`config.mk`:
```
export PLATFORM = sky130hd
export DESIGN_NAME = hazard_tracker
export DESIGN_NICKNAME = d
export VERILOG_FILES = /design/src/rtl/hazard_tracker.sv
export SDC_FILE = /design/constraint.sdc
export NUM_CORES = 1
export LEC_CHECK = 0
export CORE_ASPECT_RATIO = 0.5
export CORE_MARGIN = 5
export CORE_UTILIZATION = 48
export DETAILED_ROUTE_END_ITERATION = 7
export GPL_ROUTABILITY_DRIVEN = 0
export PLACE_DENSITY_LB_ADDON = 0.05
export SYNTH_ARGS = -nofsm -noshare
export SYNTH_HDL_FRONTEND = slang
export SYNTH_SLANG_ARGS = --single-unit
```
`constraint.sdc`:
```
create_clock -name clk_i -period 3.4 [get_ports clk_i]
set_input_delay 0.68 -clock clk_i [delete_from_list [all_inputs] [get_ports clk_i]]
set_output_delay 0.68 -clock clk_i [all_outputs]
set_load 0.01 [all_outputs]
```
`src/rtl/hazard_tracker.sv`:
```
// hazard_tracker: shadows the EX/MEM/WB destination tags for the forwarding unit and
// resolves load-use stalls, mispredict flushes and WB-to-ID register-file bypass.
module hazard_tracker #(
    parameter int CNT_W = 16
) (
    input  logic             clk_i,
    input  logic             rst_i,
    input  logic             id_valid_i,
    input  logic [4:0]       id_rs1_addr_i,
    input  logic [4:0]       id_rs2_addr_i,
    input  logic             id_rs1_used_i,
    input  logic             id_rs2_used_i,
    input  logic [4:0]       id_rd_addr_i,
    input  logic             id_rd_wren_i,
    input  logic             id_is_load_i,
    input  logic             mispredict_i,
    input  logic             mem_stall_i,
    output logic [4:0]       ex_rs1_addr_o,
    output logic [4:0]       ex_rs2_addr_o,
    output logic [4:0]       mem_rd_addr_o,
    output logic [4:0]       wb_rd_addr_o,
    output logic             mem_rd_wren_o,
    output logic             wb_rd_wren_o,
    output logic             load_use_stall_o,
    output logic             flush_if_id_o,
    output logic             flush_id_ex_o,
    output logic             id_wb_bypass_rs1_o,
    output logic             id_wb_bypass_rs2_o,
    output logic [CNT_W-1:0] stall_cnt_o,
    output logic [CNT_W-1:0] flush_cnt_o
);

    localparam logic [CNT_W-1:0] CNT_MAX = {CNT_W{1'b1}};
    localparam logic [CNT_W-1:0] CNT_ONE = {{(CNT_W-1){1'b0}}, 1'b1};

    function automatic logic tag_hit(input logic used, input logic [4:0] src, input logic [4:0] dst);
        return used & (src == dst);
    endfunction

    logic             ex_valid_r;
    logic [4:0]       ex_rd_addr_r;
    logic             ex_rd_wren_r;
    logic [4:0]       ex_rs1_addr_r;
    logic [4:0]       ex_rs2_addr_r;
    logic             ex_is_load_r;
    logic             mem_valid_r;
    logic [4:0]       mem_rd_addr_r;
    logic             mem_rd_wren_r;
    logic             wb_valid_r;
    logic [4:0]       wb_rd_addr_r;
    logic             wb_rd_wren_r;
    logic [CNT_W-1:0] stall_cnt_r;
    logic [CNT_W-1:0] flush_cnt_r;

    logic             load_use_raw_s;
    logic             flush_evt_s;
    logic             stall_evt_s;
    logic             bypass_rs1_s;
    logic             bypass_rs2_s;

    logic             ex_valid_nx_s;
    logic [4:0]       ex_rd_addr_nx_s;
    logic             ex_rd_wren_nx_s;
    logic [4:0]       ex_rs1_addr_nx_s;
    logic [4:0]       ex_rs2_addr_nx_s;
    logic             ex_is_load_nx_s;

    // Hazard classification; mem stall outranks mispredict, which outranks load-use.
    always_comb begin
        load_use_raw_s = id_valid_i & ex_valid_r & ex_is_load_r & ex_rd_wren_r &
                         (tag_hit(id_rs1_used_i, id_rs1_addr_i, ex_rd_addr_r) |
                          tag_hit(id_rs2_used_i, id_rs2_addr_i, ex_rd_addr_r));
        flush_evt_s    = ~mem_stall_i & mispredict_i;
        stall_evt_s    = ~mem_stall_i & ~mispredict_i & load_use_raw_s;
        bypass_rs1_s   = id_valid_i & wb_valid_r & wb_rd_wren_r &
                         tag_hit(id_rs1_used_i, id_rs1_addr_i, wb_rd_addr_r);
        bypass_rs2_s   = id_valid_i & wb_valid_r & wb_rd_wren_r &
                         tag_hit(id_rs2_used_i, id_rs2_addr_i, wb_rd_addr_r);
    end

    // Next EX tag: a bubble on flush, stall or empty ID slot; x0 is never marked as written.
    always_comb begin
        ex_valid_nx_s    = 1'b0;
        ex_rd_addr_nx_s  = 5'd0;
        ex_rd_wren_nx_s  = 1'b0;
        ex_rs1_addr_nx_s = 5'd0;
        ex_rs2_addr_nx_s = 5'd0;
        ex_is_load_nx_s  = 1'b0;
        if (id_valid_i & ~flush_evt_s & ~stall_evt_s) begin
            ex_valid_nx_s    = 1'b1;
            ex_rd_addr_nx_s  = id_rd_addr_i;
            ex_rd_wren_nx_s  = id_rd_wren_i & (id_rd_addr_i != 5'd0);
            ex_rs1_addr_nx_s = id_rs1_used_i ? id_rs1_addr_i : 5'd0;
            ex_rs2_addr_nx_s = id_rs2_used_i ? id_rs2_addr_i : 5'd0;
            ex_is_load_nx_s  = id_is_load_i;
        end else begin
            ex_valid_nx_s    = 1'b0;
            ex_rd_addr_nx_s  = 5'd0;
            ex_rd_wren_nx_s  = 1'b0;
            ex_rs1_addr_nx_s = 5'd0;
            ex_rs2_addr_nx_s = 5'd0;
            ex_is_load_nx_s  = 1'b0;
        end
    end

    // Tag pipeline: advances every cycle except while data memory stalls.
    always_ff @(posedge clk_i or posedge rst_i) begin
        if (rst_i) begin
            ex_valid_r    <= 1'b0;
            ex_rd_addr_r  <= 5'd0;
            ex_rd_wren_r  <= 1'b0;
            ex_rs1_addr_r <= 5'd0;
            ex_rs2_addr_r <= 5'd0;
            ex_is_load_r  <= 1'b0;
            mem_valid_r   <= 1'b0;
            mem_rd_addr_r <= 5'd0;
            mem_rd_wren_r <= 1'b0;
            wb_valid_r    <= 1'b0;
            wb_rd_addr_r  <= 5'd0;
            wb_rd_wren_r  <= 1'b0;
        end else if (!mem_stall_i) begin
            ex_valid_r    <= ex_valid_nx_s;
            ex_rd_addr_r  <= ex_rd_addr_nx_s;
            ex_rd_wren_r  <= ex_rd_wren_nx_s;
            ex_rs1_addr_r <= ex_rs1_addr_nx_s;
            ex_rs2_addr_r <= ex_rs2_addr_nx_s;
            ex_is_load_r  <= ex_is_load_nx_s;
            mem_valid_r   <= ex_valid_r;
            mem_rd_addr_r <= ex_rd_addr_r;
            mem_rd_wren_r <= ex_rd_wren_r;
            wb_valid_r    <= mem_valid_r;
            wb_rd_addr_r  <= mem_rd_addr_r;
            wb_rd_wren_r  <= mem_rd_wren_r;
        end else begin
            ex_valid_r    <= ex_valid_r;
            ex_rd_addr_r  <= ex_rd_addr_r;
            ex_rd_wren_r  <= ex_rd_wren_r;
            ex_rs1_addr_r <= ex_rs1_addr_r;
            ex_rs2_addr_r <= ex_rs2_addr_r;
            ex_is_load_r  <= ex_is_load_r;
            mem_valid_r   <= mem_valid_r;
            mem_rd_addr_r <= mem_rd_addr_r;
            mem_rd_wren_r <= mem_rd_wren_r;
            wb_valid_r    <= wb_valid_r;
            wb_rd_addr_r  <= wb_rd_addr_r;
            wb_rd_wren_r  <= wb_rd_wren_r;
        end
    end

    // Saturating performance counters; the event signals already exclude stalled cycles.
    always_ff @(posedge clk_i or posedge rst_i) begin
        if (rst_i) begin
            stall_cnt_r <= {CNT_W{1'b0}};
            flush_cnt_r <= {CNT_W{1'b0}};
        end else begin
            if (stall_evt_s && (stall_cnt_r != CNT_MAX)) begin
                stall_cnt_r <= stall_cnt_r + CNT_ONE;
            end else begin
                stall_cnt_r <= stall_cnt_r;
            end
            if (flush_evt_s && (flush_cnt_r != CNT_MAX)) begin
                flush_cnt_r <= flush_cnt_r + CNT_ONE;
            end else begin
                flush_cnt_r <= flush_cnt_r;
            end
        end
    end

    assign ex_rs1_addr_o      = ex_rs1_addr_r;
    assign ex_rs2_addr_o      = ex_rs2_addr_r;
    assign mem_rd_addr_o      = mem_rd_addr_r;
    assign wb_rd_addr_o       = wb_rd_addr_r;
    assign mem_rd_wren_o      = mem_rd_wren_r;
    assign wb_rd_wren_o       = wb_rd_wren_r;
    assign stall_cnt_o        = stall_cnt_r;
    assign flush_cnt_o        = flush_cnt_r;

    // Combinational controls are forced low while reset is asserted.
    assign load_use_stall_o   = ~rst_i & stall_evt_s;
    assign flush_if_id_o      = ~rst_i & flush_evt_s;
    assign flush_id_ex_o      = ~rst_i & (flush_evt_s | stall_evt_s);
    assign id_wb_bypass_rs1_o = ~rst_i & bypass_rs1_s;
    assign id_wb_bypass_rs2_o = ~rst_i & bypass_rs2_s;

endmodule

```
==> metrics.txt, run 1 <==
# clock sinks 64; largest net degree at the start of global routing 65; Post-CTS Repair Setup Buffers 0; non-filler instance count after layout 441; crit end category output pin; Starting Density 0.5008; via/cell ratio 5.333; initial drt markers 118; core area 0.006156 sq mm; Peak supply drop 298.3 uV; main flop type after synthesis dfrtp_1; setup ws final 165.1 ps; Max Cap Violations 0; clk_lat worst skew 320 ps; CP Max Fanout 3; worst setup path class in -> out; post-synthesis sequential area ratio 0.5195; Min-Delay Path Class reg -> reg; Layout Utilization 0.6915; Gate Count Post-Synth 263; Startpoint Class primary input; dpl cells 427; Critical Path AT 2550 ps; clk buf depth 2; final hold vios 0; IO Count 83; vias in the first global route 2414; die area 0.008223 sq mm; RSZ-0062 raised after global routing false; register area 0.001602 sq mm; EDFF count, synth 0; IO Port Bufs 82; vias 2352; crit share post-route 0.9514; Rows 20; Final ANT Viol Nets 0; Filler cells 463; Setup TNS 0 ps; worst-case clock skew 3.573 ps; FFs w/ async S/R, synth 1.000; Die Width 123.3 microns; post-synth cell types 40; Synth Register Bits 64; Synth Warn # 0; Routed WL 7.178 mm; outcome complete, no violations; Slew headroom 0.4134; post-synth top area cell dfrtp_1; cts bufs inserted 9; Worst-path clk slew 50 ps; pre-CTS setup slack 162.5 ps; root buf cell clkbuf_16; fmax 0.3091 GHz; Net Count, Synth 289; Critical Path RT 2720 ps; Synth top area share 0.5195; first-pass GRT wire length 12.21 mm; fin. max-slew vios 0; total track usage 0.1947; count leader, synth dfrtp_1; synthesized area 0.003083 sq mm; Remaining Overflow, GRT 0; area grow syn2layout 38.07%; Commonest cells post-synth dfrtp_1 (64), xnor2_1 (35), nand4_1 (19), nor2_1 (18); Pwr per Cell Area 485.7 mW/mm^2; Ant. Diodes 0; Area contributors post-synth dfrtp_1 (52%), xnor2_1 (9.9%), mux2_2 (5.8%), nand4_1 (3.9%), a32o_1 (3.6%); Setup violations, final 0; Tightest Pin Transition 874.7 ps; min Tclk post-route 3235 ps; Mean Syn Cell Area 11.72 sq um; PostCTS Resize Cnt 0; layout cells sized above 1 0.1246; chip height 66.67 microns; area taken by multi-input logic gates 0.001401 sq mm; WL/cell 16.28 microns; Lkg Pwr 1.781 nW; nets@finish 376; Pre-antenna DRT Iters 4; CTS tree done; initial antenna violation count 0; DR DRC count 0; H-tree depth 3; DP HPWL 5.192 mm; # hold bufs at CTS 0
-- metrics by stage --
step	cell area, sq um	hold WS (ps)	power, mW
2_1_floorplan	3087	463.0	1.058
3_3_place_gp	3983	475.5	1.237
3_5_place_dp	3983	478.9	1.244
4_1_cts	4257	484.9	2.092
5_1_grt	4257	502.6	2.166
6_report	4257	485.1	2.067
-- final timing paths --
kind | from | to | slack [ps] | cells after the start
max | id_rs2_addr_i[0] | load_use_stall_o | 170 | 7
min | flush_cnt_o[15]$_DFFE_PP0P_ | flush_cnt_o[15]$_DFFE_PP0P_ | 490 | 1
max reg2reg | stall_cnt_o[0]$_DFFE_PP0P_ | stall_cnt_o[1]$_DFFE_PP0P_ | 1410 | 5
min reg2reg | flush_cnt_o[15]$_DFFE_PP0P_ | flush_cnt_o[15]$_DFFE_PP0P_ | 490 | 1
max in group asynchronous | rst_i | ex_rd_wren_r$_DFFE_PP0N_ | 1790 | 3
min in group asynchronous | rst_i | ex_rs1_addr_o[2]$_DFFE_PP0N_ | 1090 | 3
-- cells in the final DEF (no fill, tap or decap), types with 2 or more instances in the layout --
cell type and n:
clkdlybuf4s50_1 82, dfrtp_1 64, xnor2_1 35, nand4_1 19, nor2_1 18, nand3_1 16
mux2_2 16, xor2_1 12, nand2_1 12, a32o_1 11, clkbuf_16 9, a22o_1 6
and3_1 5, buf_4 4, and4_1 3, inv_1 3, or2_2 3, nor3_1 3
clkbuf_8 3, nor2b_1 2, nor3b_1 2, a21oi_1 2, nor4_1 2, ha_1 2
clkbuf_1 2
-- registers in the layout (all words and copies together), names as in the netlist, 5 cells and up --
signal and count:
ex_rs1_addr_o 5, mem_rd_addr_o 5, ex_rs2_addr_o 5, flush_cnt_o 16, stall_cnt_o 16, wb_rd_addr_o 5, ex_rd_addr_r 5
-- cell type report --
| type | count | share of cell area |
|---|---|---|
| flip-flops and latches | 64 | 0.3763 |
| multi-input cells | 185 | 0.3292 |
| repair buffers | 86 | 0.1999 |
| clock buffers | 14 | 0.06437 |
| well taps | 88 | 0.02587 |
| inverters | 4 | 0.004409 |
-- power breakdown --
part | total (mW) | internal [mW] | switching, mW | leakage [nW]
logic | 0.331 | 0.191 | 0.140 | 0.783
clock network | 0.836 | 0.544 | 0.292 | 0.135
registers | 0.901 | 0.825 | 0.0758 | 0.863
total | 2.07 | 1.56 | 0.507 | 1.78
-- worst max-delay path, cell delays in order --
cell and delay [ps]:
clkdlybuf4s50_1 490, xnor2_1 250, nand4_1 130, o22ai_1 250, nand3_1 110, nor2_1 100, clkdlybuf4s50_1 550
-- per-layer routing --
| metal | track usage | vias up | wire (microns) |
|---|---|---|---|
| li1 | - | 1126 | - |
| met1 | 0.2437 | 1168 | 3320 |
| met2 | 0.3144 | 53 | 3420 |
| met3 | 0.07634 | 5 | 385 |
| met4 | 0.05655 | 0 | 51 |
| met5 | 0 | - | 0 |
-- cell families after synthesis --
group	Yosys count	share of synthesized area
and+or+nand+nor	91	0.1640
adders and majority gates	2	0.008116
xor gates and xnor gates	47	0.1335
AOI/OAI and AO/OA	29	0.09051
muxes	16	0.05844
DFF	64	0.5195
buffers and inverters	14	0.02597
(Power assumes the default switching activity.)
==> inputs of run 2 (changes only) <==
--- a/config.mk
+++ b/config.mk
@@ -5,9 +5,11 @@
 export SDC_FILE = /design/constraint.sdc
 export NUM_CORES = 1
 export LEC_CHECK = 0
+export ABC_AREA = 1
+export CAP_MARGIN = 30
 export CORE_ASPECT_RATIO = 0.5
 export CORE_MARGIN = 5
-export CORE_UTILIZATION = 48
+export CORE_UTILIZATION = 50
 export DETAILED_ROUTE_END_ITERATION = 7
 export GPL_ROUTABILITY_DRIVEN = 0
 export PLACE_DENSITY_LB_ADDON = 0.05
==> run 2 against run 1 <==
Net effect:
- routed wire length increased by 20%
- non-clock buffer count increased by 4
- hold slack got worse by 3.3 ps
- register-to-register slack got worse by 80 ps
- design area increased by 10%
- highest routed layer unchanged
- first-iteration DRC count increased by 50%
- combinational power decreased by 1%
==> metrics.txt, run 2 <==
outcome complete, no violations; RR Startpoint flush_cnt_o[1]$_DFFE_PP0P_; post-synth cell types 27; Peak supply drop 256.2 uV; crit end category output pin; WHS Path Cells 2; Met3 Wirelength 529 microns; PostCTS Resize Cnt 0; Starting Density 0.5139; Crit path top cell by count nand2_1; Pwr per Cell Area 441.7 mW/mm^2; Setup TNS 0 ps; layout cells sized above 1 0.05376; Gate Count Post-Synth 459; H-tree depth 3; initial drt markers 177; Post-CTS Repair Setup Buffers 0; chip height 68.68 microns; core area 0.006700 sq mm; Synth Register Bits 64; initial antenna violation count 0; count leader, synth nand2_1; combinational share of power 0.158; clk buf depth 2; DP Area 0.004403 sq mm; Top Metal Used met4; worst setup path class in -> out; synthesized area 0.003443 sq mm; clk_lat worst skew 330 ps; Remaining Overflow, GRT 0; wl on met1 4.027 mm; DR WL met2 3.966 mm; crit share post-route 0.9404; fmax 0.3128 GHz; CTS tree done; Critical Path RT 2720 ps; R2R Setup Slk 1330 ps; DP HPWL 6.391 mm; final hold vios 0; Routed WL 8.617 mm; DR DRC count 0; Worst Setup SP id_rs1_addr_i[4]; die area 0.008747 sq mm; Pre-antenna DRT Iters 4; cts bufs inserted 9; area grow syn2layout 36.16%; post-synth top area cell dfrtp_1; Reg power frac 0.428; CP max stage delay 580 ps; min Tclk post-route 3197 ps; FFs w/ async S/R, synth 1.000; Mean Syn Cell Area 7.502 sq um; reg-to-reg endpoint flush_cnt_o[11]$_DFFE_PP0P_; total track usage 0.2115; Ant. Diodes 0; Synth top area share 0.4651; clock share of power 0.414; Tightest Pin Transition 805.7 ps; # clock sinks 64; worst-path cell chain clkdlybuf4s50_1, inv_1, nand2_1, nand2_1, nor2_1, nand3_1, nand2_1, nand2_4, a21oi_1, clkdlybuf4s50_1; Setup violations, final 0; # hold bufs at CTS 0; first-pass GRT wire length 14.45 mm; Net Count, Synth 485; Min-Delay Path Class reg -> reg; worst-case clock skew 3.971 ps; main flop type after synthesis dfrtp_1; Max Cap Violations 0; Rows 21; Filler cells 566; vias in the first global route 3104; Critical Path AT 2520 ps; Final ANT Viol Nets 0; WL/cell 13.26 microns; Die Width 127.4 microns; fin. max-slew vios 0; Area contributors post-synth dfrtp_1 (47%), nand2_1 (17%), inv_1 (6.6%), nor2_1 (4.6%), nand3_1 (4.2%); IO Port Bufs 82; R2R cell count 8; largest net degree at the start of global routing 65; switching power 0.5336 mW; Hold Path Origin mem_valid_r$_DFFE_PP0N_; Lkg Pwr 2.259 nW; vias 3221; IO Count 83; most common cell after layout, fill and taps aside nand2_1; internal power 1.537 mW; Worst-path clk slew 50 ps; EDFF count, synth 0; RSZ-0062 raised after global routing false; slowest cell on the critical path clkdlybuf4s50_1; post-synthesis sequential area ratio 0.4651; Net Sw Frac 0.2577; Worst Hold End wb_valid_r$_DFFE_PP0N_; root buf cell clkbuf_16; Startpoint Class primary input; final instance area 0.004688 sq mm; setup ws final 202.8 ps; nets@finish 579; Synth Warn # 0; pre-CTS setup slack 209.7 ps; Commonest cells post-synth nand2_1 (158), dfrtp_1 (64), inv_1 (61), nor2_1 (42), nand3_1 (29); Slew headroom 0.4629; most frequent cells in the layout nand2_1 (158), clkdlybuf4s50_1 (82), dfrtp_1 (64); via/cell ratio 4.955; CP Max Fanout 7
-- run 2: cell types whose count changed after synthesis, sizes merged, moves of 4 or more --
cell | previous run | this run
nor2 | 18 | 45
o21ai | 1 | 28
inv | 4 | 61
a22o | 6 | 0
nand3 | 16 | 29
and3 | 5 | 1
mux2 | 16 | 0
nand2 | 13 | 160
o22ai | 2 | 7
xnor2 | 35 | 14
a32o | 11 | 0
-- run 2: how the worst max path moves through the flow --
stage                               endpoint  cells after the start  slack, ps
after floorplan           id_wb_bypass_rs1_o                      5          5
after global placement         flush_id_ex_o                     10        240
after detailed placement       flush_id_ex_o                     10        210
after CTS                      flush_id_ex_o                     10        210
after global routing           flush_id_ex_o                     10         20
final                          flush_id_ex_o                     10        200
-- run 2: power by group through the flow --
stage / Combinational (mW) / Clock [mW] / Sequential [mW]
2_1_floorplan: 0.136 / 0 / 0.908
3_3_place_gp: 0.325 / 0 / 0.897
3_5_place_dp: 0.330 / 0 / 0.898
4_1_cts: 0.331 / 0.875 / 0.885
5_1_grt: 0.361 / 0.910 / 0.897
6_report: 0.327 / 0.858 / 0.886
-- run 2: final cells by class --
cell class	instances	area (sq um)	area share
clock inverters	3	15.01	0.003203
repair buffers	90	880.8	0.1879
clock buffers	13	270.3	0.05765
well taps	92	115.1	0.02455
multi-input cells	327	1577	0.3363
inverters	61	229.0	0.04884
flip-flops and latches	64	1602	0.3416
-- run 2: critical path, delay by kind of cell --
| family | cells | cell delay, ps |
|---|---|---|
| AND/OR/NAND/NOR | 6 | 510 |
| AO/OA/AOI/OAI | 1 | 140 |
| buffers and inverters | 3 | 1190 |
-- run 2: logic make-up (layout without fill, tap and decap cells) --
logic type / after synthesis / in the layout / share of synthesized area
adders and majority gates: 2 / 2 / 0.007266
buffers and inverters: 68 / 167 / 0.07703
and+or+nand+nor: 258 / 258 / 0.3194
AOI/OAI and AO/OA: 40 / 40 / 0.06250
DFF: 64 / 64 / 0.4651
xor gates and xnor gates: 27 / 27 / 0.06868
-- run 2: stage by stage --
step | power, mW | hold WS [ps] | utilization | std cells
detailed placement | 1.227 | 467.7 | 0.6571 | 634
global route | 2.167 | 504.3 | 0.6997 | 650
global placement | 1.222 | 452.0 | 0.6571 | 634
CTS | 2.092 | 483.7 | 0.6997 | 650
floorplan | 1.044 | 441.3 | - | 459
finish | 2.071 | 481.8 | 0.6997 | 650
-- run 2: metal layers --
layer / vias up / track usage
met3: 8 / 0.06846
li1: 1641 / -
met2: 85 / 0.3501
met5: - / 0
met4: 0 / 0.06551
met1: 1487 / 0.2694
